===== config.mk =====
export PLATFORM = sky130hd
export DESIGN_NAME = ram_two_arbiter
export DESIGN_NICKNAME = d
export VERILOG_FILES = /design/src/rtl/ram_arb_pkg.sv /design/src/rtl/ram_two_arbiter_rr_pick.sv /design/src/rtl/ram_two_arbiter.sv
export SDC_FILE = /design/constraint.sdc
export NUM_CORES = 1
export LEC_CHECK = 0
export CORE_ASPECT_RATIO = 1.75
export CORE_MARGIN = 10
export CORE_UTILIZATION = 28
export DETAILED_ROUTE_END_ITERATION = 7
export GPL_TIMING_DRIVEN = 1
export HOLD_SLACK_MARGIN = 0.05
export PLACE_DENSITY = 0.87
export SETUP_SLACK_MARGIN = 0.2
export SLEW_MARGIN = 25
export SYNTH_ARGS = -nofsm -noshare
export SYNTH_HDL_FRONTEND = slang
export SYNTH_SLANG_ARGS = --single-unit

===== constraint.sdc =====
create_clock -name clk_i -period 6.25 [get_ports clk_i]
set_input_delay 1.25 -clock clk_i [delete_from_list [all_inputs] [get_ports clk_i]]
set_output_delay 1.25 -clock clk_i [all_outputs]
set_load 0.01 [all_outputs]

===== src/rtl/ram_arb_pkg.sv =====
`default_nettype none
// ============================================================================
//  Module      : ram_arb_pkg
//  Description : Shared types and helper functions for the two-port RAM
//                arbiter (one-hot grant vectors, index conversion, pointer
//                advance).
//  Revision    : 1.0 - initial release
// ============================================================================
package ram_arb_pkg;

    // Upper bound on requester count carried by the generic one-hot type.
    localparam int unsigned c_MAX_REQ = 32;

    typedef logic [c_MAX_REQ-1:0] onehot_t;

    // Index of the set bit in a one-hot vector (0 when the vector is empty).
    function automatic int unsigned onehot_to_idx(input onehot_t i_vec);
        int unsigned idx;
        idx = 0;
        for (int i = 0; i < c_MAX_REQ; i++) begin
            if (i_vec[i]) begin
                idx = i;
            end
        end
        return idx;
    endfunction

    // Round-robin successor of a winner index, wrapping n-1 -> 0.
    function automatic int unsigned rr_next(input int unsigned i_idx, input int unsigned i_n);
        return ((i_idx + 1) >= i_n) ? 0 : (i_idx + 1);
    endfunction

endpackage
`default_nettype wire


===== src/rtl/ram_two_arbiter_rr_pick.sv =====
`default_nettype none
// ============================================================================
//  Module      : rr_pick
//  Description : Combinational round-robin selector. Picks the lowest
//                candidate index at or above the pointer, wrapping to 0.
//                The pointer itself is owned by the parent.
//  Revision    : 1.0 - initial release
// ============================================================================
module rr_pick
    import ram_arb_pkg::*;
#(
    parameter int NUM_REQ = 2,
    parameter int IDX_W   = $clog2(NUM_REQ)
) (
    input  logic [NUM_REQ-1:0] i_cand,
    input  logic [IDX_W-1:0]   i_ptr,
    output logic [NUM_REQ-1:0] o_grant,
    output logic [IDX_W-1:0]   o_idx,
    output logic               o_any
);

    logic [2*NUM_REQ-1:0] w_rot;
    logic [2*NUM_REQ-1:0] w_gdbl;
    logic [NUM_REQ-1:0]   w_rel;
    logic [NUM_REQ-1:0]   w_grant;
    onehot_t              w_grant_ext;
    logic                 w_found;

    // Rotate candidates so the pointer position sits at bit 0, take the first
    // set bit, then rotate the one-hot result back into absolute position.
    always_comb begin
        w_rot   = {i_cand, i_cand} >> i_ptr;
        w_rel   = '0;
        w_found = 1'b0;
        for (int off = 0; off < NUM_REQ; off++) begin
            if (!w_found && w_rot[off]) begin
                w_found    = 1'b1;
                w_rel[off] = 1'b1;
            end
        end
        w_gdbl  = {{NUM_REQ{1'b0}}, w_rel} << i_ptr;
        w_grant = w_gdbl[NUM_REQ-1:0] | w_gdbl[2*NUM_REQ-1:NUM_REQ];
    end

    // Widen the grant to the package one-hot type for index conversion.
    always_comb begin
        w_grant_ext                = '0;
        w_grant_ext[NUM_REQ-1:0]   = w_grant;
    end

    assign o_grant = w_grant;
    assign o_idx   = IDX_W'(onehot_to_idx(w_grant_ext));
    assign o_any   = w_found;

endmodule
`default_nettype wire


===== src/rtl/ram_two_arbiter.sv =====
`default_nettype none
// ============================================================================
//  Module      : ram_two_arbiter
//  Description : Shares one two-port RAM between NUM_REQ requesters. Read
//                and write ports are arbitrated independently (round-robin),
//                same-address read/write collisions defer the read by a
//                cycle, and read data returns with a registered owner tag.
//  Revision    : 1.0 - initial release
// ============================================================================
module ram_two_arbiter
    import ram_arb_pkg::*;
#(
    parameter int NUM_REQ = 2,
    parameter int WIDTH   = 32,
    parameter int DEPTH   = 256
) (
    input  logic                        clk_i,
    input  logic                        rst_i,
    input  logic [NUM_REQ-1:0]          req_valid_i,
    input  logic [NUM_REQ-1:0]          req_we_i,
    input  logic [NUM_REQ*$clog2(DEPTH)-1:0] req_addr_i,
    input  logic [NUM_REQ*WIDTH-1:0]    req_wdata_i,
    output logic [NUM_REQ-1:0]          req_ready_o,
    output logic [NUM_REQ-1:0]          rsp_valid_o,
    output logic [WIDTH-1:0]            rsp_data_o,
    output logic                        ram_we_o,
    output logic [$clog2(DEPTH)-1:0]    ram_waddr_o,
    output logic [WIDTH-1:0]            ram_wdata_o,
    output logic                        ram_re_o,
    output logic [$clog2(DEPTH)-1:0]    ram_raddr_o,
    input  logic [WIDTH-1:0]            ram_rdata_i
);

    localparam int c_AW = $clog2(DEPTH);
    localparam int c_IW = $clog2(NUM_REQ);

    logic [c_IW-1:0]    r_wptr;
    logic [c_IW-1:0]    r_rptr;
    logic [NUM_REQ-1:0] r_rsp_tag;

    logic [NUM_REQ-1:0] w_wcand;
    logic [NUM_REQ-1:0] w_rcand;
    logic [NUM_REQ-1:0] w_wgrant;
    logic [NUM_REQ-1:0] w_rgrant;
    logic [c_IW-1:0]    w_widx;
    logic [c_IW-1:0]    w_ridx;
    logic               w_wany;
    logic               w_rany;
    logic [c_AW-1:0]    w_waddr;
    logic [WIDTH-1:0]   w_wdata;
    logic [c_AW-1:0]    w_raddr;
    logic               w_collision;
    logic               w_rgo;

    // Candidates are masked during reset so nothing is granted or issued.
    assign w_wcand = req_valid_i &  req_we_i & {NUM_REQ{~rst_i}};
    assign w_rcand = req_valid_i & ~req_we_i & {NUM_REQ{~rst_i}};

    rr_pick #(
        .NUM_REQ (NUM_REQ),
        .IDX_W   (c_IW)
    ) u_wpick (
        .i_cand  (w_wcand),
        .i_ptr   (r_wptr),
        .o_grant (w_wgrant),
        .o_idx   (w_widx),
        .o_any   (w_wany)
    );

    rr_pick #(
        .NUM_REQ (NUM_REQ),
        .IDX_W   (c_IW)
    ) u_rpick (
        .i_cand  (w_rcand),
        .i_ptr   (r_rptr),
        .o_grant (w_rgrant),
        .o_idx   (w_ridx),
        .o_any   (w_rany)
    );

    // One-hot AND-OR payload muxes for the write and read winners.
    always_comb begin
        w_waddr = '0;
        w_wdata = '0;
        w_raddr = '0;
        for (int i = 0; i < NUM_REQ; i++) begin
            if (w_wgrant[i]) begin
                w_waddr = req_addr_i[i*c_AW +: c_AW];
                w_wdata = req_wdata_i[i*WIDTH +: WIDTH];
            end
            if (w_rgrant[i]) begin
                w_raddr = req_addr_i[i*c_AW +: c_AW];
            end
        end
    end

    // A read hitting this cycle's write address waits so it returns new data.
    assign w_collision = w_wany & w_rany & (w_waddr == w_raddr);
    assign w_rgo       = w_rany & ~w_collision;

    assign req_ready_o = w_wgrant | (w_rgrant & {NUM_REQ{w_rgo}});
    assign ram_we_o    = w_wany;
    assign ram_waddr_o = w_waddr;
    assign ram_wdata_o = w_wdata;
    assign ram_re_o    = w_rgo;
    assign ram_raddr_o = w_raddr;

    // Round-robin pointers advance past the winner only when a grant is made.
    always_ff @(posedge clk_i) begin
        if (rst_i) begin
            r_wptr <= '0;
            r_rptr <= '0;
        end else begin
            if (w_wany) begin
                r_wptr <= c_IW'(rr_next(32'(w_widx), NUM_REQ));
            end
            if (w_rgo) begin
                r_rptr <= c_IW'(rr_next(32'(w_ridx), NUM_REQ));
            end
        end
    end

    // Owner tag for the read issued at this edge; its data appears next cycle.
    always_ff @(posedge clk_i) begin
        if (rst_i) begin
            r_rsp_tag <= '0;
        end else begin
            r_rsp_tag <= w_rgo ? w_rgrant : '0;
        end
    end

    // Asserting reset also kills a response that is being presented.
    assign rsp_valid_o = r_rsp_tag & {NUM_REQ{~rst_i}};
    assign rsp_data_o  = ram_rdata_i;

endmodule
`default_nettype wire

-- Word level (Yosys, flattened, before mapping)
Index checks and enable logic that the tools add are counted.
- flip-flop bits (word level): 4
- bits in latches: 0
- bits in writable memories: 0
- bits in read-only memories: 0
- input bits: 118
- output and inout port bits: 86
- memories kept: 0
- $add $sub $neg: 2
- $mul: 0
- div/mod/pow operators: 0
- $lt $le $gt $ge: 2
- equality and inequality tests: 1
- shift operators: 4
- multiplexer cells: 16
- bitwise logic cells: 16
- reduce and logical (&&, ||, !) cells: 5
- operators with widths (cell ; number):
    two-way mux 32 bit ; 2
    two-way mux 8 bit ; 4
    bitwise AND 2 bit ; 6
    two-way mux 1 bit ; 10
    equality test 8 bit ; 1
    left shift 2 x 1 -> 4 bit ; 2
    right shift 4 x 1 -> 2 bit ; 2
    bitwise OR 2 bit ; 3
    adder 1 x 1 -> 2 bit (second input constant) ; 2
    >= comparator 2 bit (second input constant) ; 2
    bitwise AND 1 bit ; 3
    NOT 1 bit ; 3
    logical AND 1 bit ; 2
    zero test 1 bit ; 2
    NOT 2 bit ; 1
    OR reduction 2 bit ; 1

-- Logic depth before layout (Yosys ltp)
Gate-level depths: netlist of the first run.
- depth after elaboration: 18
- mapped depth: 9

-- Modules after synthesis
From an unflattened synthesis of the first run, not the netlist that was laid out.
- cell total of the unflattened synthesis: 219
- area total of the unflattened synthesis: 1501.4 sq um
- by module, submodules not included (module ; times used ; cells each ; area an instance (sq um) ; seq. area each (sq um)):
    ram_two_arbiter ; 1 ; 209 ; 1436.4 ; 80.1
    rr_pick ; 2 ; 5 ; 32.5 ; 0.0

-- Worst setup path before layout of the first run
Ideal clock, no wire load.
- kind: input -> output
- start point: input rst_i
- end point: output req_ready_o[0]
- data arrival time: 2.812 ns
- data required time: 5.000 ns
- path slack: 2.188 ns
- stages: 9
- path buffers: 2
- path through: buf_6 > and3b_1 > buf_6 > a221o_1 > o211a_1 > o21bai_1 > nor4_2 > nand3_2 > a21o_1
- cells in the longest elaborated chain, start to end: 17
- elaborated cells between the ends (all ways): 30
- those cells by class: 1 x eq/ne; 4 x shift; 10 x mux; 11 x bitwise; 4 x reduce/logical
- ends and longest elaborated chain (item ; RTL line ; RTL):
    start, declared ; ram_two_arbiter.sv:18 ; input logic rst_i,
    NOT 1 bit * ; ram_two_arbiter.sv:56, ram_two_arbiter.sv:57 ;
    bitwise AND 2 bit, on equally long branches ; ram_two_arbiter.sv:56, ram_two_arbiter.sv:57 ;
    right shift 4 x 1 -> 2 bit ; ram_two_arbiter_rr_pick.sv:32 ; w_rot = {i_cand, i_cand} >> i_ptr;
    two-way mux 1 bit ; ram_two_arbiter_rr_pick.sv:36 ; if (!w_found && w_rot[off]) begin
    zero test 1 bit ; ram_two_arbiter_rr_pick.sv:36 ;
    logical AND 1 bit ; ram_two_arbiter_rr_pick.sv:36 ;
    two-way mux 1 bit ; ram_two_arbiter_rr_pick.sv:36 ;
    left shift 2 x 1 -> 4 bit ; ram_two_arbiter_rr_pick.sv:41 ; w_gdbl = {{NUM_REQ{1'b0}}, w_rel} << i_ptr;
    bitwise OR 2 bit ; ram_two_arbiter_rr_pick.sv:42 ; w_grant = w_gdbl[NUM_REQ-1:0] | w_gdbl[2*NUM_REQ-1:NUM_REQ];
    two-way mux 8 bit, on equally long branches (2 in series) ; ram_two_arbiter.sv:87, ram_two_arbiter.sv:91 ;
    equality test 8 bit ; ram_two_arbiter.sv:98 ; assign w_collision = w_wany & w_rany & (w_waddr == w_raddr);
    bitwise AND 1 bit ; ram_two_arbiter.sv:98 ;
    NOT 1 bit ; ram_two_arbiter.sv:99 ; assign w_rgo = w_rany & ~w_collision;
    bitwise AND 1 bit ; ram_two_arbiter.sv:99 ;
    bitwise AND 2 bit ; ram_two_arbiter.sv:101 ; assign req_ready_o = w_wgrant | (w_rgrant & {NUM_REQ{w_rgo}});
    bitwise OR 2 bit * ; ram_two_arbiter.sv:101 ;
    end, declared ; ram_two_arbiter.sv:23 ; output logic [NUM_REQ-1:0] req_ready_o,
Mark *: on every way between the ends. The rest lies on a longest branch, timed or not.

-- Worst setup path after layout of the first run
- start point: input req_valid_i[1]
- end point: output req_ready_o[0]
- cells in the longest elaborated chain, start to end: 17
- elaborated cells between the ends (all ways): 31
- those cells by class: 1 x eq/ne; 4 x shift; 10 x mux; 12 x bitwise; 4 x reduce/logical
- ends and longest elaborated chain (item ; RTL line ; RTL):
    start, declared ; ram_two_arbiter.sv:19 ; input logic [NUM_REQ-1:0] req_valid_i,
    bitwise AND 2 bit, on equally long branches (2 in series) ; ram_two_arbiter.sv:56, ram_two_arbiter.sv:57 ;
    right shift 4 x 1 -> 2 bit ; ram_two_arbiter_rr_pick.sv:32 ;
    two-way mux 1 bit ; ram_two_arbiter_rr_pick.sv:36 ;
    zero test 1 bit ; ram_two_arbiter_rr_pick.sv:36 ;
    logical AND 1 bit ; ram_two_arbiter_rr_pick.sv:36 ;
    two-way mux 1 bit ; ram_two_arbiter_rr_pick.sv:36 ;
    left shift 2 x 1 -> 4 bit ; ram_two_arbiter_rr_pick.sv:41 ;
    bitwise OR 2 bit ; ram_two_arbiter_rr_pick.sv:42 ;
    two-way mux 8 bit, on equally long branches (2 in series) ; ram_two_arbiter.sv:87, ram_two_arbiter.sv:91 ;
    equality test 8 bit ; ram_two_arbiter.sv:98 ;
    bitwise AND 1 bit ; ram_two_arbiter.sv:98 ;
    NOT 1 bit ; ram_two_arbiter.sv:99 ;
    bitwise AND 1 bit ; ram_two_arbiter.sv:99 ;
    bitwise AND 2 bit ; ram_two_arbiter.sv:101 ;
    bitwise OR 2 bit * ; ram_two_arbiter.sv:101 ;
Marks and branches as above.

==> results.yml, run 1 <==
setup_path:
  path_cells: "clkdlybuf4s50_1, nor3b_1, o21a_1, a22o_1, xor2_1, nor3_1, nand3_2, a21o_1, clkdlybuf4s50_1"
  critPathRequiredTime_ns: 5.00
  crit_path_top_delay_cell: "clkdlybuf4s50_1"
  cp_max_fo: 14
  worstSetupStartpointType: "input port"
  cp_common_cell: "clkdlybuf4s50_1"
  criticalPathCategory: "input port to output pin"
  slowest_delay_ns: 0.72
  crit_path_end_kind: "output pin"
  path_delay_family: "buffers and inverters"
  cp.arrival_ns: 4.30
  path_buf_inv: 2
yosys:
  seq_area_frac_synth: 0.0502
  dominantRegCellSynth: "dfxtp_1"
  synth-seq-cells: 4
  synth.area.top_cells: "a22o_1 (22%), buf_4 (16%), dfxtp_1 (5.0%)"
  synth_common_cells: "a22o_1 (40), buf_4 (34), nand2_1 (18)"
  yosys.area.top_type: "a22o_1"
  yosysWarnings: 0
  synth.most_common_cell: "a22o_1"
  avgSynthCellArea_um2: 7.26
  synthArstFlopShare: 0
  synth_edf_count: 0
  synthCells: 220
  syn-num-nets: 338
  yosysTopAreaCellShare: 0.219
  yosysUniqueCellTypes: 51
  syn-cell-area_um2: 1600
drt:
  drt-initial-drc-count: 141
  via_count: 2143
  drt_pre_antenna_iters: 4
  remaining_drc_errors: 0
  wire_per_inst_um: 23.0
  totalWireLength_um: 9030
  vias_per_cell: 5.45
  drtAntennaViolNets: 0
cts:
  numCtsBuffers: 3
  cts.sinks: 4
  clkTransAtPathRegs_ns: 0.03
  cts_root_buffer: "clkbuf_8"
  cts_tree: "built"
  ctsHoldBuffers: 0
  clk_latency_ns: 0.22
  htreeDepth: 1
  ctsResizeCount: 0
  cts_max_path_buffers: 2
  post_cts_buffers: 0
final_layout:
  areaGrowthSynthToFinish_pct: 76.1
  nNetsFinal: 437
  seqCellArea_um2: 80.1
  final_core_util: 0.507
  multi_input_area_um2: 1160
  num-fill-cells: 541
  diodes: 0
  drive_gt1_frac: 0.0536
placed_design:
  dp_hpwl_um: 7890
  gp_congestion: 0.974
  portBuffers: 139
timing:
  fin_skew_ns: 0.00488
  fin_setup_tns_ns: 0
  period_share: 0.888
  period_needed_ns: 5.55
  final_max_slew_viol_count: 0
  setup_viol: 0
  max_freq_ghz: 0.180
  rsz0062_at_grt: "no"
  holdWs_ns: 0.666
  worst_pin_slew_ns: 0.529
  relSlewSlack: 0.647
  finalHoldViolCount: 0
global_route:
  grt_pass1_vias: 2293
  grt_pass1_wl_um: 13300
  gr-usage-all-layers: 0.181
  grt-ovfl-total: 0
  grt_max_degree: 34
  grt_antenna_before_repair: 0
die:
  die_area_um2: 9240
  core_um2: 5540
  io_pins: 204
  rows: 36
  die_h_um: 120
  die_x_um: 77.1
  initial_core_util: 0.288
pwr:
  leakage_nw: 1.08
  peakVddDrop_mv: 0.0549
  power.density_nw_per_um2: 93.2
run_status:
  status: "complete, no violations"
job:
  maxCapViolCount: 0
hold_path:
  min_path_type: "register to register"
power by group:
group	leakage [nW]	total [W]	switching (W)	internal (W)
logic	1.02	0.000174	0.0000711	0.000103
clock network	0.0216	0.0000563	0.0000151	0.0000412
registers	0.0330	0.0000314	0.00000372	0.0000277
cell usage in the layout, fill, tap and decap left out, types with 2 or more instances in the layout:
cell type	count
a22o_1	40
xor2_1	2
a21oi_1	7
o21a_1	3
and3b_1	2
clkbuf_8	3
a21boi_0	4
o211ai_1	2
nand2_1	18
dfxtp_1	4
clkdlybuf4s50_1	139
nand4b_1	2
buf_4	3
nand4_1	4
a21o_1	2
or3_1	2
and2_1	3
a22oi_1	2
nor3_1	3
o21ai_0	12
nor3b_1	2
o211a_1	2
o2111ai_1	2
nand3_2	2
inv_1	6
nor2b_1	8
nand2b_1	4
a221o_1	2
nand3b_4	2
o21bai_1	2
nor2_1	8
registers in the layout (all words and copies together) (netlist names):
register	flops
r_rptr	1
r_rsp_tag	2
r_wptr	1
cell type report:
| type | instances | share of cell area |
|---|---|---|
| multi-input combinational | 162 | 0.412 |
| inverter | 6 | 0.00801 |
| timing repair buffer | 142 | 0.503 |
| clock buffer | 3 | 0.0147 |
| sequential | 4 | 0.0285 |
| tap | 76 | 0.0338 |
logic make-up (layout without fill, tap and decap cells):
| family | count (synthesis) | count (layout) | synth area share |
|---|---|---|---|
| DFF | 4 | 4 | 0.0502 |
| and+or+nand+nor | 70 | 70 | 0.273 |
| xor gates and xnor gates | 3 | 3 | 0.0165 |
| muxes | 1 | 1 | 0.00705 |
| AOI/OAI and AO/OA | 88 | 88 | 0.426 |
| buffers and inverters | 54 | 151 | 0.227 |
metrics by stage:
stage / cells / total power (W) / area (um2) / worst slack [ns]
6_report: 393 / 0.000262 / 2810 / 0.700
5_1_grt: 393 / 0.000275 / 2810 / 0.506
4_1_cts: 393 / 0.000262 / 2810 / 0.707
3_5_place_dp: 390 / 0.000206 / 2770 / 0.735
3_3_place_gp: 390 / 0.000205 / 2770 / 0.799
2_1_floorplan: 220 / 0.000122 / 1600 / 2.19
worst paths after layout:
| check | depth (start not counted) | end | startpoint | slack [ns] |
|---|---|---|---|---|
| worst max-delay path | 9 | req_ready_o[0] | req_valid_i[1] | 0.70 |
| worst min-delay path | 2 | r_wptr | r_wptr | 0.67 |
| worst max register to register | 7 | r_rptr | r_wptr | 3.94 |
| worst min register to register | 2 | r_wptr | r_wptr | 0.67 |
tightest hold or removal path: cells and delay by family, from the launching register on:
kind / cells / cell delay, ns
and+or+nand+nor: 1 / 0.04
AOI/OAI and AO/OA: 1 / 0.21
DFF: 1 / 0.36
metal layers:
layer,share of wire,global-route usage
met5,0,0
met2,0.50,0.317
met4,0.037,0.0768
met1,0.30,0.149
met3,0.17,0.134
Power figures use the tool's default switching activity.
==> run 2, diff against run 1 <==
--- a/config.mk
+++ b/config.mk
@@ -7,11 +7,12 @@
 export LEC_CHECK = 0
 export CORE_ASPECT_RATIO = 1.75
 export CORE_MARGIN = 10
-export CORE_UTILIZATION = 28
+export CORE_UTILIZATION = 29
+export CTS_BUF_LIST = sky130_fd_sc_hd__clkbuf_2 sky130_fd_sc_hd__clkbuf_4 sky130_fd_sc_hd__clkbuf_8
 export DETAILED_ROUTE_END_ITERATION = 7
 export GPL_TIMING_DRIVEN = 1
 export HOLD_SLACK_MARGIN = 0.05
-export PLACE_DENSITY = 0.87
+export PLACE_DENSITY = 0.9
 export SETUP_SLACK_MARGIN = 0.2
 export SLEW_MARGIN = 25
 export SYNTH_ARGS = -nofsm -noshare
==> run 2 against run 1 <==
  * Worst hold slack better by 0.0022 ns
  * Largest cell class unchanged
  * Die area decreased by 2.7%
  * Critical endpoint is now req_ready_o[1]
  * Clock-buffer cell count unchanged
==> results.yml, run 2 (synthesis gave the netlist of run 1 again) <==
run_status:
  status: "complete, no violations"
final_layout:
  instances_no_fill: 392
  mostFrequentLayoutCells: "clkdlybuf4s50_1 (139), a22o_1 (40), nand2_1 (18)"
  nNetsFinal: 438
  drive_gt1_frac: 0.0566
  largest_reg_flops: 2
  largest_registers: "r_rsp_tag (2), r_rptr (1), r_wptr (1)"
  areaGrowthSynthToFinish_pct: 76.4
  final_common_cell: "clkdlybuf4s50_1"
  regMostFlops: "r_rsp_tag"
  diodes: 0
  num-fill-cells: 506
setup_path:
  cp.arrival_ns: 4.32
  cp_common_cell: "clkdlybuf4s50_1"
  cp_max_fo: 14
  path_buf_inv: 2
  slowest_delay_ns: 0.73
  worstSetupStartpointType: "input port"
  crit_path_top_delay_cell: "clkdlybuf4s50_1"
  path_cells: "clkdlybuf4s50_1, nor3b_1, o21a_1, a22o_1, xor2_1, nor3_1, nand3_2, a21o_1, clkdlybuf4s50_1"
  crit_path_end_kind: "output pin"
  path_delay_family: "buffers and inverters"
  critPathRequiredTime_ns: 5.00
  criticalPathCategory: "input port to output pin"
cts:
  cts_root_buffer: "clkbuf_8"
  clkTransAtPathRegs_ns: 0.04
  ctsHoldBuffers: 0
  cts_max_path_buffers: 2
  htreeDepth: 1
  cts.sinks: 4
  post_cts_buffers: 0
  ctsResizeCount: 0
  cts_tree: "built"
  clk_latency_ns: 0.21
  numCtsBuffers: 3
pwr:
  power.density_nw_per_um2: 93.6
  p_sw_frac: 0.345
  p_int_w: 0.000173
  pwr-share-comb: 0.673
  peakVddDrop_mv: 0.0799
  leakage_nw: 1.08
  seq_power_share: 0.119
  p_switching_w: 0.0000910
  pwr-share-clk: 0.208
drt:
  totalWireLength_um: 9900
  wire_per_inst_um: 25.3
  drt_pre_antenna_iters: 5
  drtAntennaViolNets: 0
  via_count: 2126
  drt-initial-drc-count: 139
  remaining_drc_errors: 0
  vias_per_cell: 5.42
die:
  initial_core_util: 0.301
  io_pins: 204
  core_um2: 5300
  rows: 35
  die_x_um: 76.1
  die_area_um2: 8990
  die_h_um: 118
timing:
  fin_setup_tns_ns: 0
  fin_skew_ns: 0.00309
  period_needed_ns: 5.57
  max_freq_ghz: 0.180
  period_share: 0.891
  setup_viol: 0
  worst_pin_slew_ns: 0.508
  rsz0062_at_grt: "no"
  final_max_slew_viol_count: 0
  finalHoldViolCount: 0
  relSlewSlack: 0.661
global_route:
  grt_max_degree: 34
  gr-usage-all-layers: 0.204
  grt_antenna_before_repair: 0
  grt-ovfl-total: 0
  grt_pass1_wl_um: 14500
  grt_pass1_vias: 2300
placed_design:
  portBuffers: 139
  gp_congestion: 0.990
  dp_hpwl_um: 8580
  dp_cells: 389
hold_path:
  min_path_type: "register to register"
job:
  maxCapViolCount: 0
-- run 2: cell types whose count changed in the layout (fill, tap and decap cells not counted) --
cell,before,now
buf_4,3,4
-- run 2: worst paths after layout --
| kind | slack [ns] | end | depth (start not counted) | from |
|---|---|---|---|---|
| hold / removal | 0.67 | r_wptr | 2 | r_wptr |
| hold reg to reg | 0.67 | r_wptr | 2 | r_wptr |
| setup reg to reg | 4.07 | r_rsp_tag[0] | 8 | r_wptr |
| setup / recovery | 0.68 | req_ready_o[1] | 9 | req_valid_i[1] |
-- run 2: worst reg2reg max path: stages, from the launching register on --
cell and delay (ns):
dfxtp_1 0.36, and3b_1 0.34, nor2_4 0.08, buf_4 0.20, o211ai_1 0.24, o221ai_1 0.17
nor4_2 0.33, nand3_2 0.16, and2_1 0.19
-- run 2: metal layers --
metal  vias to the layer above  wire length (um)  global-route usage
met5                         -                 0                   0
met4                         0               403              0.0759
met3                        42              1840               0.160
met2                       148              4560               0.340
met1                       937              3100               0.182
li1                        999                 -                   -
-- run 2: cell type report --
class	count	area [um2]	share of cell area
clock buffer	3	41.3	0.0147
inverter	6	22.5	0.00800
multi-input combinational	162	1160	0.411
sequential	4	80.1	0.0284
tap	74	92.6	0.0329
timing repair buffer	143	1420	0.505
-- run 2: per-stage QoR --
step | area [um2] | setup slack [ns] | hold slack (ns) | utilization | total power, W
after floorplan | 1600 | 2.19 | 0.550 | - | 0.000122
after CTS | 2820 | 0.697 | 0.628 | 0.532 | 0.000264
final | 2820 | 0.679 | 0.668 | 0.532 | 0.000264
after global placement | 2780 | 0.777 | 0.634 | 0.524 | 0.000208
after global routing | 2820 | 0.476 | 0.691 | 0.532 | 0.000279
after detailed placement | 2780 | 0.718 | 0.621 | 0.524 | 0.000207
-- run 2: power by group through the flow --
stage / clock network, W / logic (W) / registers (W)
2_1_floorplan: 0 / 0.0000914 / 0.0000302
3_3_place_gp: 0 / 0.000176 / 0.0000315
3_5_place_dp: 0 / 0.000176 / 0.0000313
4_1_cts: 0.0000555 / 0.000177 / 0.0000310
5_1_grt: 0.0000578 / 0.000190 / 0.0000313
6_report: 0.0000549 / 0.000177 / 0.0000314
